===== config.mk =====
export PLATFORM = sky130hd
export DESIGN_NAME = ccd_phase_gen_flat
export DESIGN_NICKNAME = d
export VERILOG_FILES = /design/src/rtl/ccd_phase_pkg.sv /design/src/rtl/ccd_phase_gen_if.sv /design/src/rtl/ccd_phase_chan.sv /design/src/rtl/ccd_phase_gen.sv /design/src/flat_wrapper.sv
export SDC_FILE = /design/constraint.sdc
export NUM_CORES = 1
export LEC_CHECK = 0
export ABC_AREA = 1
export BUFFER_PORTS_ARGS = -buffer_cell sky130_fd_sc_hd__buf_2
export CAP_MARGIN = 20
export CORE_ASPECT_RATIO = 1.4
export CORE_MARGIN = 2
export CORE_UTILIZATION = 65
export DETAILED_ROUTE_END_ITERATION = 16
export PLACE_DENSITY = 0.83
export SYNTH_ARGS = -nofsm -noshare
export SYNTH_HDL_FRONTEND = slang
export SYNTH_SLANG_ARGS = --single-unit

===== constraint.sdc =====
create_clock -name clk -period 17.04 [get_ports clk]
set_input_delay 4.26 -clock clk [delete_from_list [all_inputs] [get_ports clk]]
set_output_delay 4.26 -clock clk [all_outputs]
set_load 0.05 [all_outputs]

===== src/rtl/ccd_phase_pkg.sv =====
// ccd_phase_pkg -- shared definitions for the CCD phase-clock generator.
//   state_t     : controller states (IDLE / RUN / STOPPING)
//   addr_w()    : config address width, max(1, clog2(num_ch+1))
//   period_addr(): config address that selects the period register
package ccd_phase_pkg;

  typedef enum logic [1:0] {
    ST_IDLE     = 2'd0,
    ST_RUN      = 2'd1,
    ST_STOPPING = 2'd2
  } state_t;

  // Lock counter width; LOCK_PERIODS is limited to 1..255.
  localparam int LOCK_W = 8;

  function automatic int addr_w(input int num_ch);
    return ($clog2(num_ch + 1) > 1) ? $clog2(num_ch + 1) : 1;
  endfunction

  // Channels occupy addresses 0..num_ch-1; the period register sits right after.
  function automatic int period_addr(input int num_ch);
    return num_ch;
  endfunction

endpackage


===== src/rtl/ccd_phase_gen_if.sv =====
// ccd_phase_gen_if -- control, config handshake and phase outputs of the
// generator.
//   start/stop         : single-cycle run requests
//   cfg_valid/cfg_ready: config write handshake; cfg_addr/cfg_rise/cfg_fall/cfg_idle carry the write
//   phi                : phase clocks, one bit per channel
//   sync               : one-cycle pulse at the start of each period
//   running/locked     : status; rst_out is the downstream reset (registered !locked)
// modport master drives the requests, modport slave is the generator side.
interface ccd_phase_gen_if #(
  parameter int NUM_CH = 4,
  parameter int CNT_W  = 8,
  parameter int AW     = ccd_phase_pkg::addr_w(NUM_CH)
);
  logic              start;
  logic              stop;
  logic              cfg_valid;
  logic              cfg_ready;
  logic [AW-1:0]     cfg_addr;
  logic [CNT_W-1:0]  cfg_rise;
  logic [CNT_W-1:0]  cfg_fall;
  logic              cfg_idle;
  logic [NUM_CH-1:0] phi;
  logic              sync;
  logic              running;
  logic              locked;
  logic              rst_out;

  modport master (
    output start, stop, cfg_valid, cfg_addr, cfg_rise, cfg_fall, cfg_idle,
    input  cfg_ready, phi, sync, running, locked, rst_out
  );

  modport slave (
    input  start, stop, cfg_valid, cfg_addr, cfg_rise, cfg_fall, cfg_idle,
    output cfg_ready, phi, sync, running, locked, rst_out
  );
endinterface


===== src/rtl/ccd_phase_chan.sv =====
// ccd_phase_chan -- one phase-clock channel.
//   wr_i/wr_rise_i/wr_fall_i/wr_idle_i : shadow register write
//   apply_i/period_i                   : copy shadow to active, clamping edges to period_i
//   cnt_i/running_i                    : period counter and run status from the parent
//   phi_o                              : registered phase clock (one cycle behind cnt_i)
module ccd_phase_chan #(
  parameter int CNT_W = 8
) (
  input  logic             clk,
  input  logic             rst,
  input  logic             wr_i,
  input  logic [CNT_W-1:0] wr_rise_i,
  input  logic [CNT_W-1:0] wr_fall_i,
  input  logic             wr_idle_i,
  input  logic             apply_i,
  input  logic [CNT_W-1:0] period_i,
  input  logic [CNT_W-1:0] cnt_i,
  input  logic             running_i,
  output logic             phi_o
);

  logic [CNT_W-1:0] sh_rise_q, sh_rise_d, sh_fall_q, sh_fall_d;
  logic [CNT_W-1:0] rise_q, rise_d, fall_q, fall_d;
  logic             sh_idle_q, sh_idle_d, idle_q, idle_d;
  logic             phi_q, phi_d;
  logic             act;

  always_comb begin
    // NOTE: every always_comb output gets a default first so no path leaves it unassigned (no latch).
    sh_rise_d = sh_rise_q;
    sh_fall_d = sh_fall_q;
    sh_idle_d = sh_idle_q;
    rise_d    = rise_q;
    fall_d    = fall_q;
    idle_d    = idle_q;
    act       = 1'b0;

    if (wr_i) begin
      sh_rise_d = wr_rise_i;
      sh_fall_d = wr_fall_i;
      sh_idle_d = wr_idle_i;
    end

    // The shadow keeps the raw value; only the active copy is clamped, so a
    // later longer period re-exposes more of the programmed edge.
    if (apply_i) begin
      rise_d = (sh_rise_q > period_i) ? period_i : sh_rise_q;
      fall_d = (sh_fall_q > period_i) ? period_i : sh_fall_q;
      idle_d = sh_idle_q;
    end

    // rise > fall is a window that wraps through the period boundary.
    if (rise_q < fall_q)      act = (cnt_i >= rise_q) && (cnt_i < fall_q);
    else if (rise_q > fall_q) act = (cnt_i >= rise_q) || (cnt_i < fall_q);

    phi_d = running_i ? (idle_q ^ act) : idle_q;
  end

  // NOTE: shadow and active edge registers are small flops, so they are reset along with control state.
  always_ff @(posedge clk or posedge rst) begin
    if (rst) begin
      sh_rise_q <= '0;
      sh_fall_q <= '0;
      sh_idle_q <= 1'b0;
      rise_q    <= '0;
      fall_q    <= '0;
      idle_q    <= 1'b0;
      phi_q     <= 1'b0;
    end else begin
      // NOTE: sequential state uses non-blocking assignments so all flops update from pre-edge values.
      sh_rise_q <= sh_rise_d;
      sh_fall_q <= sh_fall_d;
      sh_idle_q <= sh_idle_d;
      rise_q    <= rise_d;
      fall_q    <= fall_d;
      idle_q    <= idle_d;
      phi_q     <= phi_d;
    end
  end

  assign phi_o = phi_q;

endmodule


===== src/rtl/ccd_phase_gen.sv =====
// ccd_phase_gen -- programmable multi-channel CCD phase-clock generator.
//   clk, rst : single clock, asynchronous active-high reset
//   bus      : ccd_phase_gen_if.slave (start/stop, config handshake, phi/sync/status)
// Holds the run FSM, period counter, active/shadow period, update handshake
// and lock tracking; per-channel edge logic lives in ccd_phase_chan.
module ccd_phase_gen import ccd_phase_pkg::*; #(
  parameter int NUM_CH       = 4,
  parameter int CNT_W        = 8,
  parameter int LOCK_PERIODS = 4,
  parameter int AW           = addr_w(NUM_CH)
) (
  input logic            clk,
  input logic            rst,
  ccd_phase_gen_if.slave bus
);

  localparam logic [AW-1:0]     PERIOD_ADDR = AW'(period_addr(NUM_CH));
  localparam logic [LOCK_W-1:0] LOCK_TGT    = LOCK_W'(LOCK_PERIODS);

  state_t              state_q, state_d;
  logic [CNT_W-1:0]    cnt_q, cnt_d;
  logic [CNT_W-1:0]    period_q, period_d, sh_period_q, sh_period_d;
  logic                pending_q, pending_d, pend_per_q, pend_per_d;
  logic [LOCK_W-1:0]   lock_cnt_q, lock_cnt_d;
  logic                locked_q, locked_d, rst_out_q, sync_q, sync_d;
  logic                ready_en_q;
  logic                run, tc, wr_acc, wr_period, apply;
  logic [NUM_CH-1:0]   phi;

  assign run       = (state_q != ST_IDLE);
  assign tc        = run && (cnt_q == period_q);
  assign wr_acc    = bus.cfg_valid && bus.cfg_ready;
  assign wr_period = wr_acc && (bus.cfg_addr == PERIOD_ADDR);
  // pending_q is registered, so a write taken on a terminal count waits for the next one.
  assign apply     = pending_q && ((state_q == ST_IDLE) || tc);

  always_comb begin
    state_d     = state_q;
    cnt_d       = (!run || tc) ? '0 : cnt_q + CNT_W'(1);
    sync_d      = (state_q == ST_RUN) && (cnt_q == '0);
    sh_period_d = sh_period_q;
    period_d    = apply ? sh_period_q : period_q;
    pending_d   = pending_q;
    pend_per_d  = pend_per_q;
    lock_cnt_d  = lock_cnt_q;
    locked_d    = locked_q;

    case (state_q)
      ST_IDLE:     if (bus.start && !bus.stop) state_d = ST_RUN;
      ST_RUN:      if (bus.stop) state_d = ST_STOPPING;
      ST_STOPPING: if (tc) state_d = ST_IDLE;
      default:     state_d = ST_IDLE;
    endcase

    if (apply) begin
      pending_d  = 1'b0;
      pend_per_d = 1'b0;
    end
    if (wr_acc) begin
      pending_d  = 1'b1;
      pend_per_d = wr_period;
    end
    // A zero period would never leave cnt==0, so it is stored as 1.
    if (wr_period) sh_period_d = (bus.cfg_rise == '0) ? CNT_W'(1) : bus.cfg_rise;

    if ((state_q == ST_IDLE) || (state_q == ST_RUN && bus.stop) || (apply && pend_per_q)) begin
      lock_cnt_d = '0;
      locked_d   = 1'b0;
    end else if ((state_q == ST_RUN) && tc && !locked_q) begin
      lock_cnt_d = lock_cnt_q + LOCK_W'(1);
      if (lock_cnt_d == LOCK_TGT) locked_d = 1'b1;
    end
  end

  always_ff @(posedge clk or posedge rst) begin
    if (rst) begin
      state_q     <= ST_IDLE;
      cnt_q       <= '0;
      period_q    <= CNT_W'(1);
      sh_period_q <= CNT_W'(1);
      pending_q   <= 1'b0;
      pend_per_q  <= 1'b0;
      lock_cnt_q  <= '0;
      locked_q    <= 1'b0;
      rst_out_q   <= 1'b1;
      sync_q      <= 1'b0;
      ready_en_q  <= 1'b0;
    end else begin
      state_q     <= state_d;
      cnt_q       <= cnt_d;
      period_q    <= period_d;
      sh_period_q <= sh_period_d;
      pending_q   <= pending_d;
      pend_per_q  <= pend_per_d;
      lock_cnt_q  <= lock_cnt_d;
      locked_q    <= locked_d;
      rst_out_q   <= ~locked_q;
      sync_q      <= sync_d;
      ready_en_q  <= 1'b1;   // holds cfg_ready low until the first edge after reset
    end
  end

  for (genvar i = 0; i < NUM_CH; i++) begin : g_chan
    ccd_phase_chan #(.CNT_W(CNT_W)) u_chan (
      .clk       (clk),
      .rst       (rst),
      .wr_i      (wr_acc && (bus.cfg_addr == AW'(i))),
      .wr_rise_i (bus.cfg_rise),
      .wr_fall_i (bus.cfg_fall),
      .wr_idle_i (bus.cfg_idle),
      .apply_i   (apply),
      .period_i  (period_d),
      .cnt_i     (cnt_q),
      .running_i (run),
      .phi_o     (phi[i])
    );
  end

  assign bus.cfg_ready = ready_en_q && !pending_q;
  assign bus.phi       = phi;
  assign bus.sync      = sync_q;
  assign bus.running   = run;
  assign bus.locked    = locked_q;
  assign bus.rst_out   = rst_out_q;

endmodule


===== src/flat_wrapper.sv =====
// flat-port wrapper written by rule: the top's interface ports become plain ports
module ccd_phase_gen_flat import ccd_phase_pkg::*;
#(
  parameter int NUM_CH       = 4,
  parameter int CNT_W        = 8,
  parameter int LOCK_PERIODS = 4,
  parameter int AW           = addr_w(NUM_CH)
)
  (clk, rst, bus_start, bus_stop, bus_cfg_valid, bus_cfg_addr, bus_cfg_rise, bus_cfg_fall, bus_cfg_idle, bus_cfg_ready, bus_phi, bus_sync, bus_running, bus_locked, bus_rst_out);
  ccd_phase_gen_if #(.NUM_CH(NUM_CH), .CNT_W(CNT_W), .AW(AW)) bus_i ();
  input logic clk;
  input logic rst;
  input wire logic [$bits(bus_i.start)-1:0] bus_start;
  input wire logic [$bits(bus_i.stop)-1:0] bus_stop;
  input wire logic [$bits(bus_i.cfg_valid)-1:0] bus_cfg_valid;
  input wire logic [$bits(bus_i.cfg_addr)-1:0] bus_cfg_addr;
  input wire logic [$bits(bus_i.cfg_rise)-1:0] bus_cfg_rise;
  input wire logic [$bits(bus_i.cfg_fall)-1:0] bus_cfg_fall;
  input wire logic [$bits(bus_i.cfg_idle)-1:0] bus_cfg_idle;
  output wire logic [$bits(bus_i.cfg_ready)-1:0] bus_cfg_ready;
  output wire logic [$bits(bus_i.phi)-1:0] bus_phi;
  output wire logic [$bits(bus_i.sync)-1:0] bus_sync;
  output wire logic [$bits(bus_i.running)-1:0] bus_running;
  output wire logic [$bits(bus_i.locked)-1:0] bus_locked;
  output wire logic [$bits(bus_i.rst_out)-1:0] bus_rst_out;
  assign bus_i.start = bus_start;
  assign bus_i.stop = bus_stop;
  assign bus_i.cfg_valid = bus_cfg_valid;
  assign bus_i.cfg_addr = bus_cfg_addr;
  assign bus_i.cfg_rise = bus_cfg_rise;
  assign bus_i.cfg_fall = bus_cfg_fall;
  assign bus_i.cfg_idle = bus_cfg_idle;
  assign bus_cfg_ready = bus_i.cfg_ready;
  assign bus_phi = bus_i.phi;
  assign bus_sync = bus_i.sync;
  assign bus_running = bus_i.running;
  assign bus_locked = bus_i.locked;
  assign bus_rst_out = bus_i.rst_out;
  ccd_phase_gen #(.NUM_CH(NUM_CH), .CNT_W(CNT_W), .LOCK_PERIODS(LOCK_PERIODS), .AW(AW)) u_core (.clk(clk), .rst(rst), .bus(bus_i));
endmodule

# ---- Yosys cells after proc, flatten, opt, wreduce, memory -nomap -nowiden
# Index checks and enable logic that the tools add are counted.
dict set report word_totals {
  regBits 180
  out_inout_bits 9
  elab_cells 157
  in_bits 25
}
dict set report op_classes {
  muxes 35
  addsub 2
  order_cmp 24
  bitwise 5
  reduce_logical 41
  n_eq_ne 11
}
# op count
set op_table {}
lappend op_table {{8-bit two-way mux} 13}
lappend op_table {{8-bit greater-than comparator} 12}
lappend op_table {{8-bit < comparator} 8}
lappend op_table {{8-bit greater-or-equal comparator} 4}
lappend op_table {{1-bit logical AND} 19}
lappend op_table {{1-bit two-way mux} 18}
lappend op_table {{8-bit by 1-bit adder with 8-bit output (second input constant)} 2}
lappend op_table {{8-bit logical NOT} 2}
lappend op_table {{8-bit by 3-bit equality test with 1-bit output (second input constant)} 1}
lappend op_table {{8-bit equality test} 1}
lappend op_table {{1-bit logical OR} 8}
lappend op_table {{2-bit nonzero test} 4}
lappend op_table {{3-bit by 2-bit equality test with 1-bit output (second input constant)} 2}
lappend op_table {{2-bit two-way mux} 3}
lappend op_table {{2-bit one-hot mux with 3 select lines} 1}
lappend op_table {{1-bit logical NOT} 4}
lappend op_table {{2-bit by 1-bit != test with 1-bit output (second input constant)} 2}
lappend op_table {{1-bit XOR} 4}
lappend op_table {{3-bit by 1-bit equality test with 1-bit output (second input constant)} 1}
lappend op_table {{3-bit equality test (second input constant)} 1}
lappend op_table {{3-bit logical NOT} 1}
lappend op_table {{3-bit AND reduction} 1}
lappend op_table {{2-bit by 1-bit equality test with 1-bit output (second input constant)} 1}
lappend op_table {{2-bit equality test (second input constant)} 1}
lappend op_table {{4 further kinds} 4}

# ---- Logic depth before layout (Yosys ltp)
# Gate-level depths: netlist of the first run.
dict set report logic_depth {
  depth_word 8
  depth_mapped 23
  ltp_nobuf 22
}

# ---- Hierarchy
# Synthesis of the first run repeated with hierarchy kept, for this count alone.
dict set report unflattened {
  cells_unflattened 1583
  area_unflattened_um2 12171.7
}
# module area_per_inst_um2 cells_each n_inst seq_area_each_um2
set by_module_without_submodules {}
lappend by_module_without_submodules {ccd_phase_chan 2516.2 332 4 875.8}
lappend by_module_without_submodules {ccd_phase_gen 2107.0 255 1 1004.7}

# ---- Worst setup path before layout of the first run
# OpenSTA, ideal clock, no wires.
dict set report synth_path {
  kind {reg2out}
  startpoint {register u_core.pending_q}
  endpoint {output port bus_cfg_ready}
  required_time_ns 12.780
  slack_ns 11.546
  stages_incl_launch_ff 3
  arrival_time_ns 1.234
  n_path_buf 1
  path_cell_list {dfrtp_1 buf_4 nor2_1}
}
dict set report synth_via {
  elab_chain_len 2
}
# item line
set synth_rtl {}
lappend synth_rtl {{start, declared} ccd_phase_gen.sv:23} ;# logic pending_q, pending_d, pend_per_q, pend_per_d;
lappend synth_rtl {{start signal, assigned} ccd_phase_gen.sv:93} ;# pending_q <= pending_d;
lappend synth_rtl {{1-bit logical NOT} ccd_phase_gen.sv:119} ;# assign bus.cfg_ready = ready_en_q && !pending_q;
lappend synth_rtl {{1-bit logical AND} ccd_phase_gen.sv:119}
lappend synth_rtl {{end, declared} flat_wrapper.sv:20} ;# output wire logic [$bits(bus_i.cfg_ready)-1:0] bus_cfg_ready;
# No other way between the ends.

# ---- Final worst setup path of the first run
dict set report layout_path {
  startpoint {register u_core.state_q[1]}
  endpoint {output port bus_running}
}
dict set report layout_via {
  elab_chain_len 1
}
# item line
set layout_rtl {}
lappend layout_rtl {{start, declared} ccd_phase_gen.sv:20} ;# state_t state_q, state_d;
lappend layout_rtl {{start signal, assigned} ccd_phase_gen.sv:89} ;# state_q <= state_d;
lappend layout_rtl {{2-bit nonzero test} ccd_phase_gen.sv:30} ;# assign run = (state_q != ST_IDLE);
lappend layout_rtl {{end, declared} flat_wrapper.sv:23} ;# output wire logic [$bits(bus_i.running)-1:0] bus_running;
# No other way between the ends.

==> reports/qor.csv, run 1 <==
metric,value,unit
max_freq,0.164,GHz
grt-ovfl-total,0,
worst_hold_startpoint,u_core.bus.locked$_DFFE_PP0P_,
post_synth_num_cell_types,45,
synth_seq_cells,180,
startpoint_of_the_most_critical_register_to_register_path,u_core.cnt_q[7]$_DFF_PP0_,
core,18100,µm²
postCtsResizedCells,0,
holdBufCountCts,0,
via_count_of_the_first_global_routing_pass,9696,
gpl.final_weighted_congestion,0.924,
drive_gt1_share,9.68,%
timing.max_cap.violations,0,
fin_crit,6100,ps
wirelength,29.6,mm
ff2ff_path_depth,19,
die_height,165,µm
setup-violations-final,0,
hold_depth,1,
fp-row-count,58,
post_cts.repair.setup_buffers,0,
post_synth_edffs,0,
power,2.65,mW
postSynth.asyncResetShare,100,%
finish.net_count,1725,
synth.avg_cell_area,7.84,µm²
max-slew-margin-rel,30.7,%
drt.antenna.violating_nets,0,
min_path_type,reg -> reg,
insertion_delay,440,ps
detailedRoute.firstPassIterationCount,6,
dpl-instance-area,12400,µm²
synth_sequential_area_ratio,37.4,%
worst-slew-pin-transition,1040,ps
fin_tns_setup,0,ps
pin_count,34,
initial_antenna_violation_count,0,
cts.reportedPaths.clkPinSlew,60,ps
die_w,119,µm
netlist_instances,1537,
holdPathEnd,u_core.bus.rst_out$_DFF_PP1_,
post-dp-hpwl,21.6,mm
tritoncts_clock_tree,built,
cp-end-kind,primary output,
cts_htree_levels,4,
timing.setup.critical_path_class,reg -> out,
crit_required,12780,ps
cts.sinks,180,
power_per_cell_area,204,nW/µm²
initial_standard_cell_utilization_of_the_core,66.7,%
routed_length_per_instance,16.3,µm
route.detailed.drc,0,
data_arrival_critical_path,1840,ps
total_grt_usage,31.8,%
power.ir.vdd_worst,108,µV
die_area,19700,µm²
synth.yosys.warnings,0,
most-common-layout-cells,"nand2_1, inv_1, dfrtp_1, nand3_1, ha_1",
vias_per_cell,5.72,
fillerInstances,1370,
r2r-end,u_core.g_chan[2].u_chan.rise_q[3]$_DFFE_PP0P_,
synth_largest_area_cell,dfrtp_1,
total_via_count_in_the_routed_design,10300,
layout_commonest_cell,nand2_1,
syn_area,12000,µm²
final-hold-violation-count,0,
antenna-diode-count,0,
worst_hold_slack,414,ps
critPathLaunchType,flop,
wire_length_of_the_first_global_routing_pass,49.1,mm
critical_path.startpoint,u_core.state_q[1]$_DFFE_PP0P_,
synth_fp_nets,1705,
postLayoutCellArea,13000,µm²
cp_max_fo,5,
synth-main-ff-cell,dfrtp_1,
cts_buffers,17,
layout-area-overhead-vs-synth,8.01,%
outcome,finished clean,
slew_violations,0,
largest_net_degree_at_the_start_of_global_routing,103,
drt_iter0_drc,866,
p_leak,7.00,nW
clockRootBuffer,clkbuf_16,
port_bufs,33,
r2r_slack,12170,ps
fin_crit_sh,35.8,%
cts_buffer_depth,2,
synthDominantCellAreaShare,36.8,%
rsz0062_at_grt,no,
finClkSkew,11.6,ps
synth_top_cells_by_area,"dfrtp_1, ha_1, nand2_1",
## cells in the mapped netlist, types with 4 or more instances
library cell,number
ha_1,143
clkbuf_1,21
nand3_2,4
a21boi_0,4
xor2_1,11
nand2_1,396
nor2_2,6
nand3_1,168
o211ai_1,7
inv_1,224
o21ai_0,100
nand2_8,6
buf_2,8
nor2_1,58
a211oi_1,9
nand2_2,32
o21bai_1,9
buf_4,7
nand2_4,13
dfrtp_1,177
a21oi_1,70
nand4_1,12
nor3_1,8
## how the worst max path moves through the flow
stage | to | cells after the start
2_1_floorplan | u_core.bus.locked$_DFFE_PP0P_ | 1
3_3_place_gp | u_core.g_chan[0].u_chan.rise_q[5]$_DFFE_PP0P_ | 3
3_5_place_dp | u_core.g_chan[0].u_chan.rise_q[4]$_DFFE_PP0P_ | 3
4_1_cts | bus_running | 3
5_1_grt | bus_running | 3
6_report | bus_running | 3
## registers in the layout, indices dropped and copies added, names as in the netlist
register	count
u_core.g_chan.u_chan.rise_q	32
u_core.bus.rst_out	1
u_core.bus.locked	1
u_core.g_chan.u_chan.phi_o	4
u_core.sh_period_q	8
u_core.pend_per_q	1
u_core.period_q	8
u_core.pending_q	1
u_core.bus.sync	1
u_core.state_q	2
u_core.lock_cnt_q	8
u_core.g_chan.u_chan.idle_q	4
u_core.g_chan.u_chan.sh_rise_q	32
u_core.g_chan.u_chan.sh_idle_q	4
u_core.cnt_q	8
u_core.g_chan.u_chan.sh_fall_q	32
u_core.ready_en_q	1
u_core.g_chan.u_chan.fall_q	32
## kinds of logic (layout without fill, tap and decap cells)
kind of cell             after synthesis  in the layout  share of synthesized area (%)
adder cells (fa/ha/maj)              143            143                           14.9
buffers and inverters                267            300                           8.75
flip-flops                           180            180                           37.4
XOR/XNOR                              14             14                           1.02
other                                  1              1                         0.0311
AND/OR/NAND/NOR                      722            722                           28.4
AO/OA/AOI/OAI                        210            210                           9.58
## critical path: stages (launching register included)
cell	delay, ps
dfrtp_1	410
nor2_1	380
inv_1	310
buf_2	300
## cell type report
type / instances / area, µm² / area share, %
sequential: 180 / 4510 / 34.6
multi-input combinational: 1090 / 6480 / 49.8
clock inverter: 11 / 173 / 1.33
clock buffer: 21 / 470 / 3.62
tap: 240 / 300 / 2.31
inverter: 229 / 865 / 6.64
timing repair buffer: 39 / 210 / 1.62
## metal layers
layer | GRT usage [%] | vias up | part of all wire (%)
met2 | 52.6 | 421 | 47
met5 | 0 | - | 0
met4 | 13.1 | 0 | 4.2
met3 | 4.26 | 96 | 6.2
li1 | - | 5041 | -
met1 | 42.4 | 4791 | 43
## stage by stage
step | setup slack (ps) | utilization (%) | std cells
2_1_floorplan | 7900 | - | 1537
3_3_place_gp | 10980 | 68.4 | 1778
3_5_place_dp | 10930 | 68.4 | 1778
4_1_cts | 10920 | 72.0 | 1810
5_1_grt | 10880 | 72.0 | 1810
6_report | 10940 | 72.0 | 1810
## report_power, final
group / switching, mW / internal [mW] / leakage (nW)
Sequential: 0.140 / 0.581 / 2.32
Combinational: 0.980 / 0.524 / 4.38
Clock: 0.168 / 0.258 / 0.302
Total: 1.29 / 1.36 / 7.00
(Power assumes the default switching activity.)
==> run 2, diff against run 1 <==
- ABC_AREA: 1 -> 0
- CORE_UTILIZATION: 65 -> 57
- PLACE_DENSITY: 0.83 -> 0.77
- clock period: 17.04 -> 5.1 ns (I/O delays scaled with it)
==> reports/qor.csv, run 2 <==
metric,value,unit,change
cts.reportedPaths.clkPinSlew,70,ps,was 60 ps
finish.net_count,1330,,"was 1,725"
cts.sinks,180,,unchanged
netlist_instances,1134,,"was 1,537"
timing.max_cap.violations,0,,unchanged
cp.buffers_inverters,1,,was 2
worstSetupPathDepth,18,,was 3
synth-main-ff-cell,dfrtp_1,,unchanged
post-synth-top-count-cell,dfrtp_1,,was nand2_1
core,19800,µm²,"was 18,100 µm²"
post_synth_most_frequent_cells,"dfrtp_1, ha_1, inv_1",,"was nand2_1, inv_1, dfrtp_1"
total_via_count_in_the_routed_design,8722,,"was 10,300"
layout.core_utilization,62.8,%,was 72.0%
synth_fp_nets,1302,,"was 1,705"
fin_crit_sh,92.3,%,
layout_commonest_cell,dfrtp_1,,was nand2_1
ff2ff_path_depth,18,,was 19
die_area,21200,µm²,"was 19,700 µm²"
port_bufs,33,,unchanged
wire_length_of_the_first_global_routing_pass,46.9,mm,was 49.1 mm
fillerInstances,1548,,"was 1,370"
power_per_cell_area,693,nW/µm²,was 204 nW/µm²
fp-row-count,61,,was 58
rsz0062_at_grt,no,,unchanged
cts_buffers,17,,unchanged
initial_antenna_violation_count,0,,unchanged
route.detailed.drc,0,,unchanged
timing.critical_path.mode_cell,nand2_1,,
layout-area-overhead-vs-synth,8.56,%,was 8.01%
total_grt_usage,29.5,%,was 31.8%
vias_per_cell,6.11,,was 5.72
cts_buffer_depth,2,,unchanged
detailedRoute.firstPassIterationCount,7,,was 6
tritoncts_clock_tree,built,,unchanged
outcome,finished clean,,unchanged
wirelength,29.7,mm,was 29.6 mm
final-hold-violation-count,0,,unchanged
drt.antenna.violating_nets,0,,unchanged
drt_iter0_drc,600,,was 866
synth_sequential_area_ratio,39.4,%,was 37.4%
power.ir.vdd_worst,375,µV,was 108 µV
synth_top_cells_by_area,"dfrtp_1, ha_1, mux2_2",,"was dfrtp_1, ha_1, nand2_1"
largest_net_degree_at_the_start_of_global_routing,109,,was 103
critical_path.slowest_cell,dfrtp_1,,unchanged
die_w,124,µm,was 119 µm
pin_count,34,,unchanged
holdBufCountCts,0,,unchanged
hold_depth,1,,unchanged
data_arrival_critical_path,5010,ps,was 1840 ps
max_freq,0.212,GHz,
finClkSkew,8.61,ps,was 11.6 ps
postCtsResizedCells,0,,unchanged
synthDominantCellAreaShare,38.7,%,was 36.8%
insertion_delay,440,ps,about the same
crit_required,5400,ps,"was 12,780 ps"
critPathLaunchType,flop,,unchanged
fin_tns_setup,0,ps,unchanged
drive_gt1_share,15.4,%,was 9.68%
synth.yosys.warnings,0,,unchanged
timing.setup.critical_path_class,reg -> reg,,was reg -> out
synth_seq_cells,180,,unchanged
cts_htree_levels,4,,unchanged
worst-slew-pin-transition,886,ps,was 1040 ps
clockRootBuffer,clkbuf_16,,unchanged
synth.avg_cell_area,10.1,µm²,was 7.84 µm²
synth_largest_area_cell,dfrtp_1,,unchanged
post_synth_num_cell_types,63,,was 45
min_path_type,reg -> reg,,unchanged
antenna-diode-count,0,,unchanged
routed_length_per_instance,20.8,µm,was 16.3 µm
cp-end-kind,flop,,was primary output
worstPathCellList,xnor2_1 > and4_1 > buf_4 > nand2_1 > nand2_1 > nand2_1 > nand2_1 > and2_1 > ha_1 > and3_1 > a221o_1 > a21oi_1 > nor2b_1 > a22oi_1 > and3_1 > o31a_1 > mux2i_1 > o21ai_0,,was nor2_1 > inv_1 > buf_2
setup-violations-final,0,,unchanged
timing.critical_path.max_delay_family,simple AND/OR/NAND/NOR gates,,was buffers and inverters
max-slew-margin-rel,40.8,%,was 30.7%
syn_area,11400,µm²,"was 12,000 µm²"
gpl.final_weighted_congestion,0.971,,was 0.924
via_count_of_the_first_global_routing_pass,8678,,"was 9,696"
post_cts.repair.setup_buffers,0,,unchanged
post_synth_edffs,0,,unchanged
cp_max_fo,14,,was 5
grt-ovfl-total,0,,unchanged
fin_crit,4710,ps,
slowest_delay,750,ps,was 410 ps
postSynth.asyncResetShare,100,%,unchanged
p_leak,6.02,nW,was 7.00 nW
post-dp-hpwl,22.2,mm,was 21.6 mm
slew_violations,0,,unchanged
die_height,172,µm,was 165 µm
initial_standard_cell_utilization_of_the_core,57.9,%,was 66.7%
most-common-layout-cells,"dfrtp_1, ha_1, inv_1, nor2_1, nand2_1",,"was nand2_1, inv_1, dfrtp_1, nand3_1, ha_1"
-- run 2: cell count changes in the layout (fill, tap and decap cells not counted), moves of 13 or more --
cell / change
a21o_1: +29
inv_1: -133
mux2_2: +73
mux2i_1: +54
nand2_1: -321
nand2_2: -32
nand2_4: -13
nand3_1: -138
nor2_1: +26
nor2b_1: +13
o21ai_0: -45
xnor2_1: +22
-- run 2: per-stage QoR --
stage	instances	cell area, µm²	hold WS, ps	total power [mW]	setup slack [ps]
2_1_floorplan	1134	11400	433	6.10	1060
3_3_place_gp	1395	11900	460	7.09	684
3_5_place_dp	1395	11900	465	7.26	488
4_1_cts	1427	12400	476	8.55	458
5_1_grt	1427	12400	486	9.25	58.6
6_report	1427	12400	463	8.61	390
-- run 2: logic make-up (layout without fill, tap and decap cells) --
logic type / after synthesis / in the layout / synth area share (%)
muxes: 127 / 127 / 11.9
other: 1 / 1 / 0.0328
AOI/OAI and AO/OA: 233 / 233 / 13.7
buffers and inverters: 131 / 172 / 4.69
and+or+nand+nor: 279 / 279 / 11.5
adders and majority gates: 143 / 143 / 15.6
DFF: 180 / 180 / 39.4
xor gates and xnor gates: 40 / 40 / 3.06
-- run 2: metal layers --
metal  share of wire, %  track usage [%]  up-vias
li1                   -                -     4100
met1                 42             38.9     4210
met2                 46             46.1      328
met3                5.7             4.48       84
met4                5.7             16.8        0
met5                  0                0        -
-- run 2: final cells by class --
class                      instances  area [µm²]  share of cell area [%]
tap                              252         315                    2.54
sequential                       180        4510                    36.3
clock inverter                    13         100                   0.806
clock buffer                      19         453                    3.65
inverter                          92         350                    2.82
timing repair buffer              48         290                    2.34
multi-input combinational        823        6400                    51.6
-- run 2: final timing paths --
check	startpoint	slack, ps	end
min in group asynchronous	rst	910	u_core.lock_cnt_q[4]$_DFFE_PP0P_
setup reg to reg	u_core.cnt_q[1]$_DFF_PP0_	390	u_core.g_chan[3].u_chan.fall_q[3]$_DFFE_PP0P_
hold / removal	u_core.bus.locked$_DFFE_PP0P_	460	u_core.bus.rst_out$_DFF_PP1_
hold reg to reg	u_core.bus.locked$_DFFE_PP0P_	460	u_core.bus.rst_out$_DFF_PP1_
setup / recovery	u_core.cnt_q[1]$_DFF_PP0_	390	u_core.g_chan[3].u_chan.fall_q[3]$_DFFE_PP0P_
max in group asynchronous	rst	3170	u_core.g_chan[1].u_chan.sh_fall_q[4]$_DFFE_PP0P_
-- run 2: where the power goes --
group          leakage (nW)  switching [mW]  internal (mW)
Clock                 0.276           0.588          0.657
Sequential             2.26           0.612           1.96
Combinational          3.48            2.76           2.03
Total                  6.02            3.96           4.65
